File: src/rtl/exec_unit.sv
// RV32I execute unit: ALU, branch compare and optional iterative M-extension behind a valid/ready handshake.
// Single-cycle ops are valid one edge after accept and mul/div after XLEN+1 edges; DONE holds the result until out_ready.
module exec_unit #(
  parameter int XLEN  = 32,
  parameter bit M_EXT = 1'b1
) (
  input  logic            clk,
  input  logic            reset,
  input  logic            in_valid,
  output logic            in_ready,
  input  logic [1:0]      ALU_op,
  input  logic [2:0]      funct3,
  input  logic            funct7,
  input  logic            funct7_0,
  input  logic            op5,
  input  logic [XLEN-1:0] src_a,
  input  logic [XLEN-1:0] src_b,
  output logic            out_valid,
  input  logic            out_ready,
  output logic [XLEN-1:0] result,
  output logic            branch_taken,
  output logic            illegal,
  output logic            busy
);

  localparam int SHW = $clog2(XLEN);

  typedef enum logic [1:0] {IDLE, MUL, DIV, DONE} state_t;

  state_t            state;
  logic [2*XLEN-1:0] acc;
  logic [XLEN-1:0]   opnd;
  logic [SHW-1:0]    cnt;
  logic              q_neg;
  logic              r_neg;
  logic              sel_hi;
  logic              sel_rem;
  logic [XLEN-1:0]   result_q;
  logic              branch_q;
  logic              illegal_q;

  assign in_ready     = (state == IDLE);
  assign busy         = (state != IDLE);
  assign out_valid    = (state == DONE);
  assign result       = result_q;
  assign branch_taken = branch_q;
  assign illegal      = illegal_q;

  logic           is_m;
  logic [SHW-1:0] shamt;
  logic           signed_lt;
  logic           unsigned_lt;

  assign is_m        = (ALU_op == 2'b10) && op5 && funct7_0;
  assign shamt       = src_b[SHW-1:0];
  assign signed_lt   = $signed(src_a) < $signed(src_b);
  assign unsigned_lt = src_a < src_b;

  logic [XLEN-1:0] alu_res;
  logic            alu_br;
  logic            dec_illegal;

  always_comb begin
    alu_res     = '0;
    alu_br      = 1'b0;
    dec_illegal = 1'b0;
    case (ALU_op)
      2'b00: alu_res = src_a + src_b;
      2'b01: begin
        alu_res = src_a - src_b;
        case (funct3)
          3'b000:  alu_br = (src_a == src_b);
          3'b001:  alu_br = (src_a != src_b);
          3'b100:  alu_br = signed_lt;
          3'b101:  alu_br = !signed_lt;
          3'b110:  alu_br = unsigned_lt;
          3'b111:  alu_br = !unsigned_lt;
          default: dec_illegal = 1'b1;
        endcase
      end
      2'b10: begin
        if (is_m) begin
          dec_illegal = !M_EXT;
        end else begin
          case (funct3)
            3'b000: begin
              if (op5 && funct7) alu_res = src_a - src_b;
              else               alu_res = src_a + src_b;
            end
            3'b001: alu_res = src_a << shamt;
            3'b010: alu_res = {{(XLEN-1){1'b0}}, signed_lt};
            3'b011: alu_res = {{(XLEN-1){1'b0}}, unsigned_lt};
            3'b100: alu_res = src_a ^ src_b;
            3'b101: begin
              // kept as separate statements so >>> stays in a signed context
              if (funct7) alu_res = $signed(src_a) >>> shamt;
              else        alu_res = src_a >> shamt;
            end
            3'b110: alu_res = src_a | src_b;
            default: alu_res = src_a & src_b;
          endcase
        end
      end
      default: dec_illegal = 1'b1;
    endcase
    if (dec_illegal) begin
      alu_res = '0;
      alu_br  = 1'b0;
    end
  end

  logic            a_sgn;
  logic            b_sgn;
  logic            a_neg;
  logic            b_neg;
  logic [XLEN-1:0] a_mag;
  logic [XLEN-1:0] b_mag;
  logic            div_zero;
  logic            div_ovf;
  logic [XLEN-1:0] div_special;

  always_comb begin
    a_sgn = 1'b0;
    b_sgn = 1'b0;
    case (funct3)
      3'b000, 3'b001, 3'b100, 3'b110: begin
        a_sgn = 1'b1;
        b_sgn = 1'b1;
      end
      3'b010:  a_sgn = 1'b1;
      default: ;
    endcase
  end

  assign a_neg    = a_sgn && src_a[XLEN-1];
  assign b_neg    = b_sgn && src_b[XLEN-1];
  assign a_mag    = a_neg ? -src_a : src_a;
  assign b_mag    = b_neg ? -src_b : src_b;
  assign div_zero = (src_b == '0);
  assign div_ovf  = a_sgn && (src_a == {1'b1, {(XLEN-1){1'b0}}}) && (&src_b);

  always_comb begin
    if (funct3[1]) div_special = div_zero ? src_a : '0;
    else           div_special = div_zero ? '1 : src_a;
  end

  // acc holds {partial product, multiplier} for MUL and {remainder, quotient} for DIV
  logic [XLEN:0]     mul_sum;
  logic [2*XLEN-1:0] mul_next;
  logic [2*XLEN-1:0] mul_fixed;
  logic [XLEN-1:0]   mul_res;
  logic [XLEN:0]     div_shift;
  logic [XLEN:0]     div_diff;
  logic [2*XLEN-1:0] div_next;
  logic [XLEN-1:0]   div_q;
  logic [XLEN-1:0]   div_r;
  logic [XLEN-1:0]   div_res;
  logic              last_iter;

  assign mul_sum   = {1'b0, acc[2*XLEN-1:XLEN]} + {1'b0, (acc[0] ? opnd : {XLEN{1'b0}})};
  assign mul_next  = {mul_sum, acc[XLEN-1:1]};
  assign mul_fixed = q_neg ? -mul_next : mul_next;
  assign mul_res   = sel_hi ? mul_fixed[2*XLEN-1:XLEN] : mul_fixed[XLEN-1:0];

  assign div_shift = {acc[2*XLEN-1:XLEN], acc[XLEN-1]};
  assign div_diff  = div_shift - {1'b0, opnd};
  assign div_next  = div_diff[XLEN] ? {div_shift[XLEN-1:0], acc[XLEN-2:0], 1'b0}
                                    : {div_diff[XLEN-1:0], acc[XLEN-2:0], 1'b1};
  assign div_q     = div_next[XLEN-1:0];
  assign div_r     = div_next[2*XLEN-1:XLEN];
  assign div_res   = sel_rem ? (r_neg ? -div_r : div_r) : (q_neg ? -div_q : div_q);
  assign last_iter = (cnt == SHW'(XLEN-1));

  always_ff @(posedge clk or posedge reset) begin
    if (reset) begin
      state     <= IDLE;
      acc       <= '0;
      opnd      <= '0;
      cnt       <= '0;
      q_neg     <= 1'b0;
      r_neg     <= 1'b0;
      sel_hi    <= 1'b0;
      sel_rem   <= 1'b0;
      result_q  <= '0;
      branch_q  <= 1'b0;
      illegal_q <= 1'b0;
    end else begin
      case (state)
        IDLE: begin
          if (in_valid) begin
            if (is_m && M_EXT) begin
              branch_q  <= 1'b0;
              illegal_q <= 1'b0;
              if (funct3[2] && (div_zero || div_ovf)) begin
                result_q <= div_special;
                state    <= DONE;
              end else begin
                acc     <= {{XLEN{1'b0}}, a_mag};
                opnd    <= b_mag;
                cnt     <= '0;
                q_neg   <= a_neg ^ b_neg;
                r_neg   <= a_neg;
                sel_hi  <= |funct3[1:0];
                sel_rem <= funct3[1];
                state   <= funct3[2] ? DIV : MUL;
              end
            end else begin
              result_q  <= alu_res;
              branch_q  <= alu_br;
              illegal_q <= dec_illegal;
              state     <= DONE;
            end
          end
        end
        MUL: begin
          acc <= mul_next;
          cnt <= cnt + 1'b1;
          if (last_iter) begin
            result_q <= mul_res;
            state    <= DONE;
          end
        end
        DIV: begin
          acc <= div_next;
          cnt <= cnt + 1'b1;
          if (last_iter) begin
            result_q <= div_res;
            state    <= DONE;
          end
        end
        default: begin
          if (out_ready) state <= IDLE;
        end
      endcase
    end
  end

endmodule

File: config.mk
export PLATFORM = sky130hd
export DESIGN_NAME = exec_unit
export DESIGN_NICKNAME = d
export VERILOG_FILES = /design/src/rtl/exec_unit.sv
export SDC_FILE = /design/constraint.sdc
export NUM_CORES = 2
export LEC_CHECK = 0
export BUFFER_PORTS_ARGS = -buffer_cell sky130_fd_sc_hd__buf_2
export CAP_MARGIN = 20
export CELL_PAD_IN_SITES_DETAIL_PLACEMENT = 1
export CELL_PAD_IN_SITES_GLOBAL_PLACEMENT = 2
export CORE_UTILIZATION = 35
export DETAILED_ROUTE_END_ITERATION = 12
export PLACE_DENSITY_LB_ADDON = 0.05
export SETUP_SLACK_MARGIN = 0.5
export SYNTH_ARGS = -nofsm -noshare
export SYNTH_HDL_FRONTEND = slang
export SYNTH_SLANG_ARGS = --single-unit
File: constraint.sdc
create_clock -name clk -period 7.62 [get_ports clk]
set_clock_uncertainty 0.1 [all_clocks]
set_input_delay 1.524 -clock clk [delete_from_list [all_inputs] [get_ports clk]]
set_output_delay 1.524 -clock clk [all_outputs]
set_load 0.05 [all_outputs]
==> summary.txt <==
STA
  – Final setup fails: 0
  – FMAX: about 150 MHz
  – Relative slew slack: 0.1531
  – Post-layout min period: between 6 and 7 ns
  – Fin. Hold Viols: 0
  – Slew Viols, Final: 0
  – Unrepaired setup endpoints after global routing: false
  – Worst-margin pin slew: 1.257 ns
  – Post-route setup TNS: 0 ns
  – Crit share post-route: 0.8965

Worst setup path
  – Reg2Reg Setup Slack: around 1 ns
  – Levels on crit path: 15
  – CP required: 7.81 ns
  – CP top delay family: simple AND/OR/NAND/NOR gates
  – Worst r2r path cells: 16
  – CP peak stage delay: 0.84 ns
  – Startpoint of the worst register-to-register path: acc[0]$_DFFE_PP0P_
  – CP endpoint kind: register
  – Element type at the critical path start: input port
  – Origin of the worst setup path: src_b[0]
  – CP bufs+invs: 2
  – Most used cell, CP: buf_4
  – Crit-path slowest cell: nor2_1
  – Worst reg2reg endpoint: result[31]$_DFFE_PP0P_
  – Crit Path Max Fanout: between 40 and 50
  – CP Data Arrival Time: about 7 ns
  – CP Class: input port to register
  – CP Cell Sequence: buf_4 > buf_4 > ha_1 > nand4_1 > nor4_1 > nand2_1 > or4_1 > o21bai_1 > a21oi_1 > nand2b_1 > a211o_1 > nor2_1 > o2111ai_1 > a31oi_1 > a211oi_1

Synthesis
  – Synth Register Bits: ~140
  – Sequential fraction of the synthesis area: 0.1337
  – Syn nets: roughly 4100
  – Ys flop type: dfrtp_1
  – Synth top area cells: dfrtp_1 13%, ha_1 8.3%, a21oi_1 7.5%
  – Number of flops mapped to enable cells by yosys: 0
  – Gate count of the mapped netlist: just under 4000
  – Synth Cell Area: 26390 um2
  – Top-area cell type share of the netlist area: 0.1337
  – Cell taking the most area after synthesis: dfrtp_1
  – Synthesis warning total: 0
  – Synth top cells by count: 482 x nor2_1, 396 x a21oi_1, 375 x nand2_1
  – Distinct cells, synth: 86
  – Top-count cell post-synth: nor2_1
  – Mean post-synth cell area: 6.774 um2
  – Asr flop ratio synth: 1.000

Global route
  – Number of global-route vias before repair: about 32000
  – Initial antenna violation count: 5
  – First-pass GRT wire length: about 230000 um
  – Overflow after GRT: 0
  – Global Route Usage Sum: 0.4038
  – Largest net degree at the start of global routing: 99

Route
  – Vias per inst: 6.704
  – Routed Antenna Nets: 0
  – Final wirelength: around 160000 um
  – Vias post-DR: around 32000
  – Post-DR wirelength/cell: 33.30 um
  – DRC violations left: 0
  – DRT Pass-1 Iters: 6
  – Drt initial violations: approximately 3200

CTS
  – Post-CTS Setup Bufs: 0
  – CTS buffer count: 17
  – CTS max path bufs: 2
  – Cells resized by post-CTS repair: 0
  – Htree depth: 4
  – CTS Sinks: ~140
  – CTS hold repair buffers: 0
  – CTS Root Buffer Type: clkbuf_16
  – Worst-path clk slew: approximately 0.070 ns
  – CTS tree: built
  – Clk_lat worst skew: around 0.46 ns

Finish
  – Total Nets Final: about 4100
  – Reg area: around 3500 um2
  – Layout cells sized above 1: 0.09785
  – Final Core Density: 0.3810
  – Synth-to-Final Area Change: 7.677%
  – Final-layout fill cell count: roughly 9500
  – Multi-input combinational cell area: about 21000 um2

Power
  – Switching share of power: 0.6181
  – Sw Pwr: between 0.007 and 0.008 W
  – Int Pwr: just under 0.005 W
  – Leakage: 11.78 nW
  – Flop pwr share: 0.134
  – Comb pwr share: 0.791
  – Worst vdd ir: about 210 uV
  – Clk pwr share: 0.075
  – PD cells: roughly 440 nW/um2

Die
  – Core Footprint: 74570 um2
  – DIE HEIGHT: 276.6 um
  – DIE WIDTH: ~280 um
  – Starting Density: 0.3538
  – Die area: approximately 76000 um2
  – Cell row count: 100
  – # IOs: ~110

Job
  – Max Cap Viol: 0

Place
  – GP Congestion: 1.043
  – IO Port Bufs: ~110
  – Dpl hpwl: 125100 um

Outcome
  – Status: finished clean

Hold path
  – Worst Hold Class: register to register
  – Hold Crit Start: cnt[4]$_DFFE_PP0P_
  – WHS Path Cells: 2
  – Endpoint of the worst hold path: cnt[4]$_DFFE_PP0P_
per-layer routing:
layer / track usage / wire length, um / part of all wire
met5: 0 / 12 / 0.000075
met4: 0.2586 / 11710 / 0.073
met3: 0.04698 / 10660 / 0.067
met2: 0.6663 / 73290 / 0.46
met1: 0.4986 / 63600 / 0.40
layout by cell type, fill, tap and decap left out, types with 50 or more instances in the layout:
cell / netlist / final
dfrtp_1: 141 / 139
nand3_1: 63 / 62
buf_4: 1 / 106
ha_1: 174 / 171
buf_2: 3 / 110
a211oi_1: 56 / 55
a21oi_1: 396 / 396
xor2_1: 64 / 64
o21ai_0: 349 / 349
nand2_1: 375 / 374
xnor2_1: 174 / 174
a221oi_1: 55 / 55
o211ai_1: 56 / 56
mux2i_1: 79 / 79
a31oi_1: 50 / 50
nor2_1: 482 / 480
nor3_1: 86 / 84
inv_1: 165 / 162
o31ai_1: 85 / 85
worst max-delay path by stage:
stage	to	slack, ns
2_1_floorplan	branch_taken$_DFFE_PP0P_	1.50
3_3_place_gp	result[0]$_DFFE_PP0P_	0.51
3_5_place_dp	result[0]$_DFFE_PP0P_	0.35
4_1_cts	result[0]$_DFFE_PP0P_	0.80
5_1_grt	result[0]$_DFFE_PP0P_	0.70
6_report	result[0]$_DFFE_PP0P_	0.79
registers in the layout (all words and copies together) (netlist names):
signal,flops
illegal,1
cnt,5
opnd,32
branch_taken,1
state,2
acc,64
result,32
r_neg,1
sel_hi,1
sel_rem,1
q_neg,1
cells by family after synthesis:
group	Yosys count	synth area share
AO/OA/AOI/OAI	1421	0.3436
XOR/XNOR	238	0.07900
adder cells (fa/ha/maj)	178	0.08555
buffers and inverters	502	0.07213
flip-flops	141	0.1337
multiplexers	130	0.06497
AND/OR/NAND/NOR	1285	0.2210
stage by stage:
step	setup slack [ns]	total power, W	hold WS (ns)	cells	area [um2]
final	0.7884	0.01262	0.3791	4783	28410
after global routing	0.7026	0.01329	0.4037	4781	28410
after CTS	0.8027	0.01232	0.3823	4780	28390
after detailed placement	0.3525	0.01129	0.3644	4748	27770
after global placement	0.5144	0.01109	0.3561	4748	27770
after floorplan	1.497	0.007932	0.3453	3895	26390
worst min-delay path, cell delays in order, from the launching register on:
cell and delay (ns):
dfrtp_1 0.35, nand2_1 0.05, nand2_1 0.05
area by class of cell:
| cell class | instances | area share |
|---|---|---|
| Tap cell | 969 | 0.04267 |
| Inverter | 170 | 0.02264 |
| Clock inverter | 15 | 0.007090 |
| Clock buffer | 17 | 0.01497 |
| Antenna cell | 2 | 0.0001762 |
| Timing Repair Buffer | 217 | 0.04783 |
| Multi-Input combinational cell | 3252 | 0.7403 |
| Sequential cell | 141 | 0.1243 |
power by group through the flow:
stage                     logic (W)  registers, W  clock network, W
after floorplan             0.00634       0.00159                 0
after global placement      0.00943       0.00166                 0
after detailed placement    0.00962       0.00167                 0
after CTS                   0.00971       0.00166          0.000952
after global routing         0.0106       0.00172          0.000978
final                       0.00998       0.00169          0.000946
Note: power is estimated with default switching activity, not from simulation.
